File: src/rtl/maxpool_stream_ctrl_pkg.sv
// Shared types and sizing helpers for the maxpool stream controller.
package maxpool_stream_ctrl_pkg;

    typedef enum logic [2:0] {
        ST_IDLE  = 3'd0,
        ST_FILL  = 3'd1,
        ST_POOL  = 3'd2,
        ST_DRAIN = 3'd3,
        ST_DONE  = 3'd4
    } state_e;

    localparam int DEF_DATA_WIDTH = 16;
    localparam int DEF_IMG_W      = 28;
    localparam int DEF_IMG_H      = 28;

    // Counter width able to hold 0..n-1; never narrower than one bit.
    function automatic int cnt_w(input int n);
        return (n <= 2) ? 1 : $clog2(n);
    endfunction

    localparam int COL_W = cnt_w(DEF_IMG_W);
    localparam int ROW_W = cnt_w(DEF_IMG_H);

endpackage

File: src/rtl/maxpool_stream_ctrl_max4.sv
// Combinational 2x2 maxpool unit: unsigned maximum of four pixels.
module maxpool_stream_ctrl_max4 #(
    parameter int DATA_WIDTH = 16
) (
    input  logic [DATA_WIDTH-1:0] in0_i,
    input  logic [DATA_WIDTH-1:0] in1_i,
    input  logic [DATA_WIDTH-1:0] in2_i,
    input  logic [DATA_WIDTH-1:0] in3_i,
    output logic [DATA_WIDTH-1:0] max_o
);

    logic [DATA_WIDTH-1:0] m01;
    logic [DATA_WIDTH-1:0] m23;

    // Two-level compare tree; ties pick either operand, which are equal anyway.
    always_comb begin
        m01   = (in0_i >= in1_i) ? in0_i : in1_i;
        m23   = (in2_i >= in3_i) ? in2_i : in3_i;
        max_o = (m01 >= m23) ? m01 : m23;
    end

endmodule

File: src/rtl/maxpool_stream_ctrl.sv
// Streams one raster-ordered feature map through a 2x2 maxpool per start.
// Valid/ready: a transfer happens on a rising edge where valid and ready are
// both high; valid must hold its data until that edge, ready may toggle freely.
// Even rows are packed in pairs into rowbuf; odd rows complete each window.
module maxpool_stream_ctrl
    import maxpool_stream_ctrl_pkg::*;
#(
    parameter int DATA_WIDTH = DEF_DATA_WIDTH,
    parameter int IMG_W      = DEF_IMG_W,
    parameter int IMG_H      = DEF_IMG_H
) (
    input  logic                  clk,
    input  logic                  rst_n,
    input  logic                  start,
    input  logic [DATA_WIDTH-1:0] in_data,
    input  logic                  in_valid,
    output logic                  in_ready,
    output logic [DATA_WIDTH-1:0] out_data,
    output logic                  out_valid,
    input  logic                  out_ready,
    output logic                  busy,
    output logic                  done,
    output state_e                dbg_state
);

    localparam int CW   = cnt_w(IMG_W);
    localparam int RW   = cnt_w(IMG_H);
    localparam int HALF = IMG_W / 2;
    localparam int HW   = cnt_w(HALF);
    localparam logic [CW-1:0] COL_LAST = CW'(IMG_W - 1);
    localparam logic [RW-1:0] ROW_LAST = RW'(IMG_H - 1);

    state_e                  state_q, state_d;
    logic [CW-1:0]           col_q, col_d;
    logic [RW-1:0]           row_q, row_d;
    logic [DATA_WIDTH-1:0]   hold_q;
    logic [DATA_WIDTH-1:0]   out_data_q;
    logic                    out_valid_q;
    logic [2*DATA_WIDTH-1:0] rowbuf_q [HALF];
    logic [2*DATA_WIDTH-1:0] rb_word;
    logic [DATA_WIDTH-1:0]   max_w;
    logic [HW-1:0]           half_col;
    logic                    pool_rdy;
    logic                    in_xfer;
    logic                    last_col;
    logic                    win_load;

    assign last_col  = (col_q == COL_LAST);
    assign half_col  = HW'(col_q >> 1);
    assign rb_word   = rowbuf_q[half_col];
    assign pool_rdy  = !out_valid_q || out_ready;
    assign in_xfer   = in_valid && in_ready;
    assign win_load  = in_xfer && (state_q == ST_POOL) && col_q[0];
    assign out_data  = out_data_q;
    assign out_valid = out_valid_q;
    assign dbg_state = state_q;

    // Next-state decode plus the per-state stream and status outputs.
    always_comb begin
        state_d  = state_q;
        in_ready = 1'b0;
        busy     = 1'b0;
        done     = 1'b0;
        case (state_q)
            ST_IDLE: begin
                if (start) state_d = ST_FILL;
            end
            ST_FILL: begin
                in_ready = 1'b1;
                busy     = 1'b1;
                if (in_valid && last_col) state_d = ST_POOL;
            end
            ST_POOL: begin
                in_ready = pool_rdy;
                busy     = 1'b1;
                if (in_valid && pool_rdy && last_col)
                    state_d = (row_q == ROW_LAST) ? ST_DRAIN : ST_FILL;
            end
            ST_DRAIN: begin
                busy = 1'b1;
                if (pool_rdy) state_d = ST_DONE;
            end
            ST_DONE: begin
                done    = 1'b1;
                state_d = ST_IDLE;
            end
            default: state_d = ST_IDLE;
        endcase
    end

    // Column/row position; both move only when a pixel is accepted.
    always_comb begin
        col_d = col_q;
        row_d = row_q;
        if (in_xfer) begin
            if (last_col) begin
                col_d = '0;
                row_d = (row_q == ROW_LAST) ? '0 : row_q + 1'b1;
            end else begin
                col_d = col_q + 1'b1;
            end
        end
    end

    // State, counters, left-pixel hold and the registered output stage.
    always_ff @(posedge clk or negedge rst_n) begin
        if (!rst_n) begin
            state_q     <= ST_IDLE;
            col_q       <= '0;
            row_q       <= '0;
            hold_q      <= '0;
            out_data_q  <= '0;
            out_valid_q <= 1'b0;
        end else begin
            state_q <= state_d;
            col_q   <= col_d;
            row_q   <= row_d;
            if (in_xfer && !col_q[0]) hold_q <= in_data;
            if (win_load) begin
                out_data_q  <= max_w;
                out_valid_q <= 1'b1;
            end else if (out_valid_q && out_ready) begin
                out_valid_q <= 1'b0;
            end
        end
    end

    // Even-row pixel pairs {left, right}; always written before the odd row reads them.
    always_ff @(posedge clk) begin
        if (in_xfer && (state_q == ST_FILL) && col_q[0])
            rowbuf_q[half_col] <= {hold_q, in_data};
    end

    maxpool_stream_ctrl_max4 #(
        .DATA_WIDTH(DATA_WIDTH)
    ) u_max4 (
        .in0_i(rb_word[2*DATA_WIDTH-1:DATA_WIDTH]),
        .in1_i(rb_word[DATA_WIDTH-1:0]),
        .in2_i(hold_q),
        .in3_i(in_data),
        .max_o(max_w)
    );

endmodule

File: config.mk
export PLATFORM = sky130hd
export DESIGN_NAME = maxpool_stream_ctrl
export DESIGN_NICKNAME = d
export VERILOG_FILES = /design/src/rtl/maxpool_stream_ctrl_pkg.sv /design/src/rtl/maxpool_stream_ctrl_max4.sv /design/src/rtl/maxpool_stream_ctrl.sv
export SDC_FILE = /design/constraint.sdc
export NUM_CORES = 1
export LEC_CHECK = 0
export CORE_ASPECT_RATIO = 0.5
export CORE_MARGIN = 2
export CORE_UTILIZATION = 30
export DETAILED_ROUTE_END_ITERATION = 16
export GPL_ROUTABILITY_DRIVEN = 0
export MAX_ROUTING_LAYER = met4
export PLACE_DENSITY = 0.55
export SLEW_MARGIN = 25
export SYNTH_ARGS = -nofsm -noshare
export SYNTH_HDL_FRONTEND = slang
export SYNTH_SLANG_ARGS = --single-unit
export TNS_END_PERCENT = 10
File: constraint.sdc
create_clock -name clk -period 7.15 [get_ports clk]
set_clock_uncertainty 0.2 [all_clocks]
set_input_delay 1.43 -clock clk [delete_from_list [all_inputs] [get_ports clk]]
set_output_delay 1.43 -clock clk [all_outputs]
set_load 0.02 [all_outputs]
-- Yosys cells after proc, flatten, opt, wreduce, memory -nomap -nowiden
Memories as Yosys holds them, arrays and structs flattened.
Cells that the tools add are included.
- output and inout bits: 23
- memories: 1
- word-level logic and storage cells: 58
- RAM bits: 448
- bits in registers: 46
- input bits: 21
- memories (memory ; words ; bits a word ; read ports ; clocked after memory_dff ; wr ports ; line ; RTL):
    rowbuf_q ; 14 ; 32 ; 1 ; 0 ; 1 ; maxpool_stream_ctrl.sv:39 ; logic [2*DATA_WIDTH-1:0] rowbuf_q [HALF];
- reductions and logical operators: 18
- order comparisons: 3
- multiplexer cells: 18
- eq/ne operators: 10
- add/sub/neg operators: 2
- operator list (cell ; number):
    $ge 16x16->1 ; 3
    $mux 16 ; 3
    $mux 3 ; 4
    $pmux 3 s4 ; 1
    $add 5x1->5 const B ; 2
    $eq 5x5->1 const B ; 2
    $logic_and 1x1->1 ; 10
    $mux 5 ; 2
    $eq 3x2->1 const B ; 2
    $mux 1 ; 6
    $ne 2x2->1 const B ; 3
    $reduce_and 4->1 ; 1
    $eq 3x1->1 const B ; 1
    $eq 3x3->1 const B ; 1
    $logic_not 3->1 ; 1
    $reduce_or 3->1 ; 1
    $logic_not 1->1 ; 2
    $mux 2 ; 1
    $ne 2x1->1 const B ; 1
    $pmux 1 s2 ; 1
    $reduce_and 2->1 ; 1
    $reduce_bool 2->1 ; 1
    $logic_or 1x1->1 ; 1

-- Logic depth before layout (Yosys ltp)
- depth in word-level cells: 8
- mapped depth: 25
- mapped depth without buffers: 19

-- By module
A second synthesis with hierarchy kept.
- cell total of the unflattened synthesis: 1104
- area, all modules: 20561.0 um^2
- modules (own cells, without submodules) (module ; instances ; cells an instance ; area an instance (um^2) ; sequential area each (um^2)):
    maxpool_stream_ctrl ; 1 ; 887 ; 18870.6 ; 14604.0
    maxpool_stream_ctrl_max4 ; 1 ; 217 ; 1690.4 ; 0.0

-- Worst setup path after synthesis
No wires, ideal clock.
- path type: reg-to-reg
- start: reg col_q[1]
- end: reg out_data_q[0], in the netlist out_data[0]
- path buffers: 6
- slack: 1.664 ns
- period minus slack after synthesis: 5.486 ns
- stages on the path, launching flop included: 25
- required time: 6.800 ns
- arrival time: 5.135 ns
- setup time: 0.150 ns
- cell sequence: dfrtp_1 buf_2 buf_4 buf_6 mux4_2 mux2i_1 nor2_1 a21o_1 inv_1 ha_1 nand2b_1 a2111oi_2 o41ai_1 a211o_1 buf_2 buf_6 mux2_1 inv_1 ha_1 a21o_1 a2111oi_0 o2bb2ai_1 a21o_1 buf_1 o221ai_1
- word-level cells in the longest chain between the ends: 5
- ends and longest elaborated chain (element ; line ; RTL):
    from (decl) ; maxpool_stream_ctrl.sv:34 ; logic [CW-1:0] col_q, col_d;
    from (signal assigned) ; maxpool_stream_ctrl.sv:116 ; col_q <= col_d;
    $mem_v2 14x32 (*) ; - ;
    $ge 16x16->1 ; maxpool_stream_ctrl_max4.sv:17 ; m01 = (in0_i >= in1_i) ? in0_i : in1_i;
    $mux 16 (*) ; maxpool_stream_ctrl_max4.sv:17 ;
    $ge 16x16->1 ; maxpool_stream_ctrl_max4.sv:19 ; max_o = (m01 >= m23) ? m01 : m23;
    $mux 16 (*) ; maxpool_stream_ctrl_max4.sv:19 ;
    to (signal assigned) ; maxpool_stream_ctrl.sv:120 ; out_data_q <= max_w;
    to (decl) ; maxpool_stream_ctrl.sv:37 ; logic [DATA_WIDTH-1:0] out_data_q;
Mark *: on every way between the ends. The rest lies on a longest branch, timed or not.
A chain may end at the register's enable or synchronous reset.

-- Worst setup path in the final report
- start: reg col_q[2]
- end: reg out_data_q[0], in the netlist out_data[0]
The elaborated chain is that of the path after synthesis.

==> results.cfg <==
[grt]
grtUsageTotal_pct = 15.07
grt_pass1_vias = 11480
grtUsageMet1_pct = 20.13
overflow = 0
grt_pass1_wl_um = 76790
grt_util_met3_pct = 2.153
busiest_layer = met2
grtUsageMet2_pct = 24.48
antenna_found_initial = 0
grt_max_degree = 62

[pwr]
p_per_area_mw_per_mm2 = 440.2
power_leakage_nw = 8.043
ir_drop_uv = 208.6

[worst_setup_path]
crit_slowest_cell = dfrtp_4
path_cells = buf_4 > mux4_2 > o22ai_1 > a31oi_1 > ha_1 > a2111oi_2 > o41ai_1 > a211o_1 > buf_4 > mux2_2 > inv_1 > ha_1 > a2111oi_0 > o2bb2ai_1 > nand3b_1 > o221ai_1
path_buf_inv = 3
arrival_ps = 6900
critical_path.max_fanout = 61
max_stage_delay_ps = 1030
worst_setup_path_end_kind = register
path_class = reg -> reg
critPathLaunchType = register
crit_required_ps = 7420
cp_top_family = compound AO/OA/AOI/OAI gates

[logic_synthesis]
async_reset_ff_share_pct = 9.312
synth_warnings = 0
syn_inst = 1139
synth_edf_count = 448
netlist.area_leader.share_pct = 65.51
ys_seq_area_share_pct = 71.11
avgSynthCellArea_um2 = 18.03
synth_cell_type_count = 54
ys_dominant_reg_cell = edfxtp_1
ys_ff_latch = 494
synth_nets = 1210
netlist_area_mm2 = 0.02054
yosysTopAreaCell = edfxtp_1
yosys-top-cells-area = edfxtp_1 66%, mux4_2 11%, dfrtp_1 5.6%, ha_1 3.0%, mux2_2 2.7%

[flow_run]
maxCapViolations = 0

[clocking]
post-cts-setup-buffers = 0
htreeDepth = 2
clkTransAtPathRegs_ps = 60
clk_latency_ps = 570
clockBufferDepth = 3
clock-root-buffer = clkbuf_16
clock-sinks = 494
ctsHoldBuffers = 0
cts-buffers-inserted = 49
cts_tree = yes
cts_resized = 0

[sta]
rsz0062_at_grt = false
maxSlewViolCount = 0
maxSlewHeadroom_pct = 35.38
fmax_ghz = 0.1509
post-route-period-util_pct = 92.68
period_needed_ps = 6627
hold_violations = 0
fin_tns_setup_ps = 0
tightestPinTransition_ps = 969.3
setup_violations = 0

[detailed_routing]
drc_errors = 0
wl_um = 51370
drtIter0Drc = 994
wl_per_cell_um = 23.73
via_count = 10910
antenna_left = 0
drt_first_pass_iters = 5
detail_route.vias_per_cell = 5.038

[finish]
nets = 1300
finish.instance_area_mm2 = 0.02394
area_growth_pct = 16.58
drive_above_1_share_pct = 24.21
multiInputGateArea_mm2 = 0.005572
antenna_cells = 0
seq_area_mm2 = 0.01461
num-fill-cells = 6258
final_common_cell = edfxtp_1
most-common-layout-cells = 448 x edfxtp_1, 100 x nand2_1, 96 x mux4_2

[die]
ioPinCount = 44
fp.dieH_um = 189.0
die-area_mm2 = 0.07069
coreArea_mm2 = 0.06732
floorplan.rows = 67
die_w_um = 374.0
start_util_pct = 30.51

[placement]
port_buffers = 43
place_area_mm2 = 0.02234
hpwl_um = 30610

[outcome]
outcome = finished, final reports clean

[min_path]
hold_path.class = reg -> reg
-- report_power, final --
part / total, mW / switching [mW] / internal, mW
clock: 2.58 / 1.06 / 1.52
combinational: 3.96 / 2.22 / 1.74
sequential: 4.00 / 0.424 / 3.57
-- flip-flops by register name, summed over array words and instances, names as in the netlist --
name / flops
row_q: 5
rowbuf_q: 448
dbg_state: 3
col_q: 5
out_valid: 1
out_data: 16
hold_q: 16
-- final timing paths --
kind / start / slack (ps) / cells after the start / end
max: col_q[2]$_DFFE_PN0P_ / 520 / 16 / out_data[0]$_DFFE_PN0P_
min: out_valid$_DFFE_PN0P_ / 330 / 2 / out_valid$_DFFE_PN0P_
max reg2reg: col_q[2]$_DFFE_PN0P_ / 520 / 16 / out_data[0]$_DFFE_PN0P_
min reg2reg: out_valid$_DFFE_PN0P_ / 330 / 2 / out_valid$_DFFE_PN0P_
max in group asynchronous: rst_n / 5400 / 2 / col_q[2]$_DFFE_PN0P_
min in group asynchronous: rst_n / 810 / 2 / dbg_state[2]$_DFFE_PN0P_
-- cell type report --
class | instances | area share, %
flip-flops and latches | 494 | 61.03
repair buffers | 93 | 3.501
well taps | 897 | 4.688
multi-input cells | 539 | 23.27
inverters | 52 | 0.8153
clock inverters | 26 | 1.155
clock buffers | 64 | 5.534
-- cell families (layout without fill, tap and decap cells) --
| family | after synthesis | in the layout | share of synthesized area (%) |
|---|---|---|---|
| and+or+nand+nor | 167 | 167 | 3.540 |
| buffers and inverters | 106 | 235 | 2.315 |
| AOI/OAI and AO/OA | 143 | 143 | 5.020 |
| DFF | 494 | 494 | 71.11 |
| adders and majority gates | 50 | 50 | 3.046 |
| muxes | 179 | 179 | 14.96 |
-- cells in the mapped netlist (15+ instances only) --
cell      count
a31oi_1      17
clkbuf_1     26
ha_1         50
a21oi_1      18
mux2_2       49
mux2i_1      19
o22ai_1      31
mux4_2       96
dfrtp_1      46
nand2_1     100
inv_1        49
mux2_1       15
edfxtp_1    448
nor2_1       27
-- worst register-to-register path, stage by stage (launching register included) --
cell and delay [ps]:
dfrtp_4 1030, buf_4 440, mux4_2 330, o22ai_1 220
a31oi_1 140, ha_1 460, a2111oi_2 90, o41ai_1 480
a211o_1 590, buf_4 270, mux2_2 370, inv_1 70
ha_1 230, a2111oi_0 400, o2bb2ai_1 180, nand3b_1 600
o221ai_1 410
-- metrics by stage --
step | hold slack (ps) | power (mW) | util (%) | cells | setup WS (ps)
5_1_grt | 354.9 | 11.13 | 35.57 | 2165 | 64.09
6_report | 327.4 | 10.54 | 35.57 | 2165 | 523.1
3_5_place_dp | 316.5 | 8.016 | 33.19 | 2075 | 482.9
2_1_floorplan | 271.7 | 6.692 | - | 1139 | 1664
3_3_place_gp | 283.3 | 7.958 | 33.16 | 2074 | 544.1
4_1_cts | 331.4 | 10.62 | 35.57 | 2165 | 545.1
-- metal layers --
layer,vias up,share of wire [%]
li1,4738,-
met1,5797,45
met2,300,48
met3,72,5.0
met4,0,1.8
met5,-,0
Note: power is estimated with default switching activity, not from simulation.
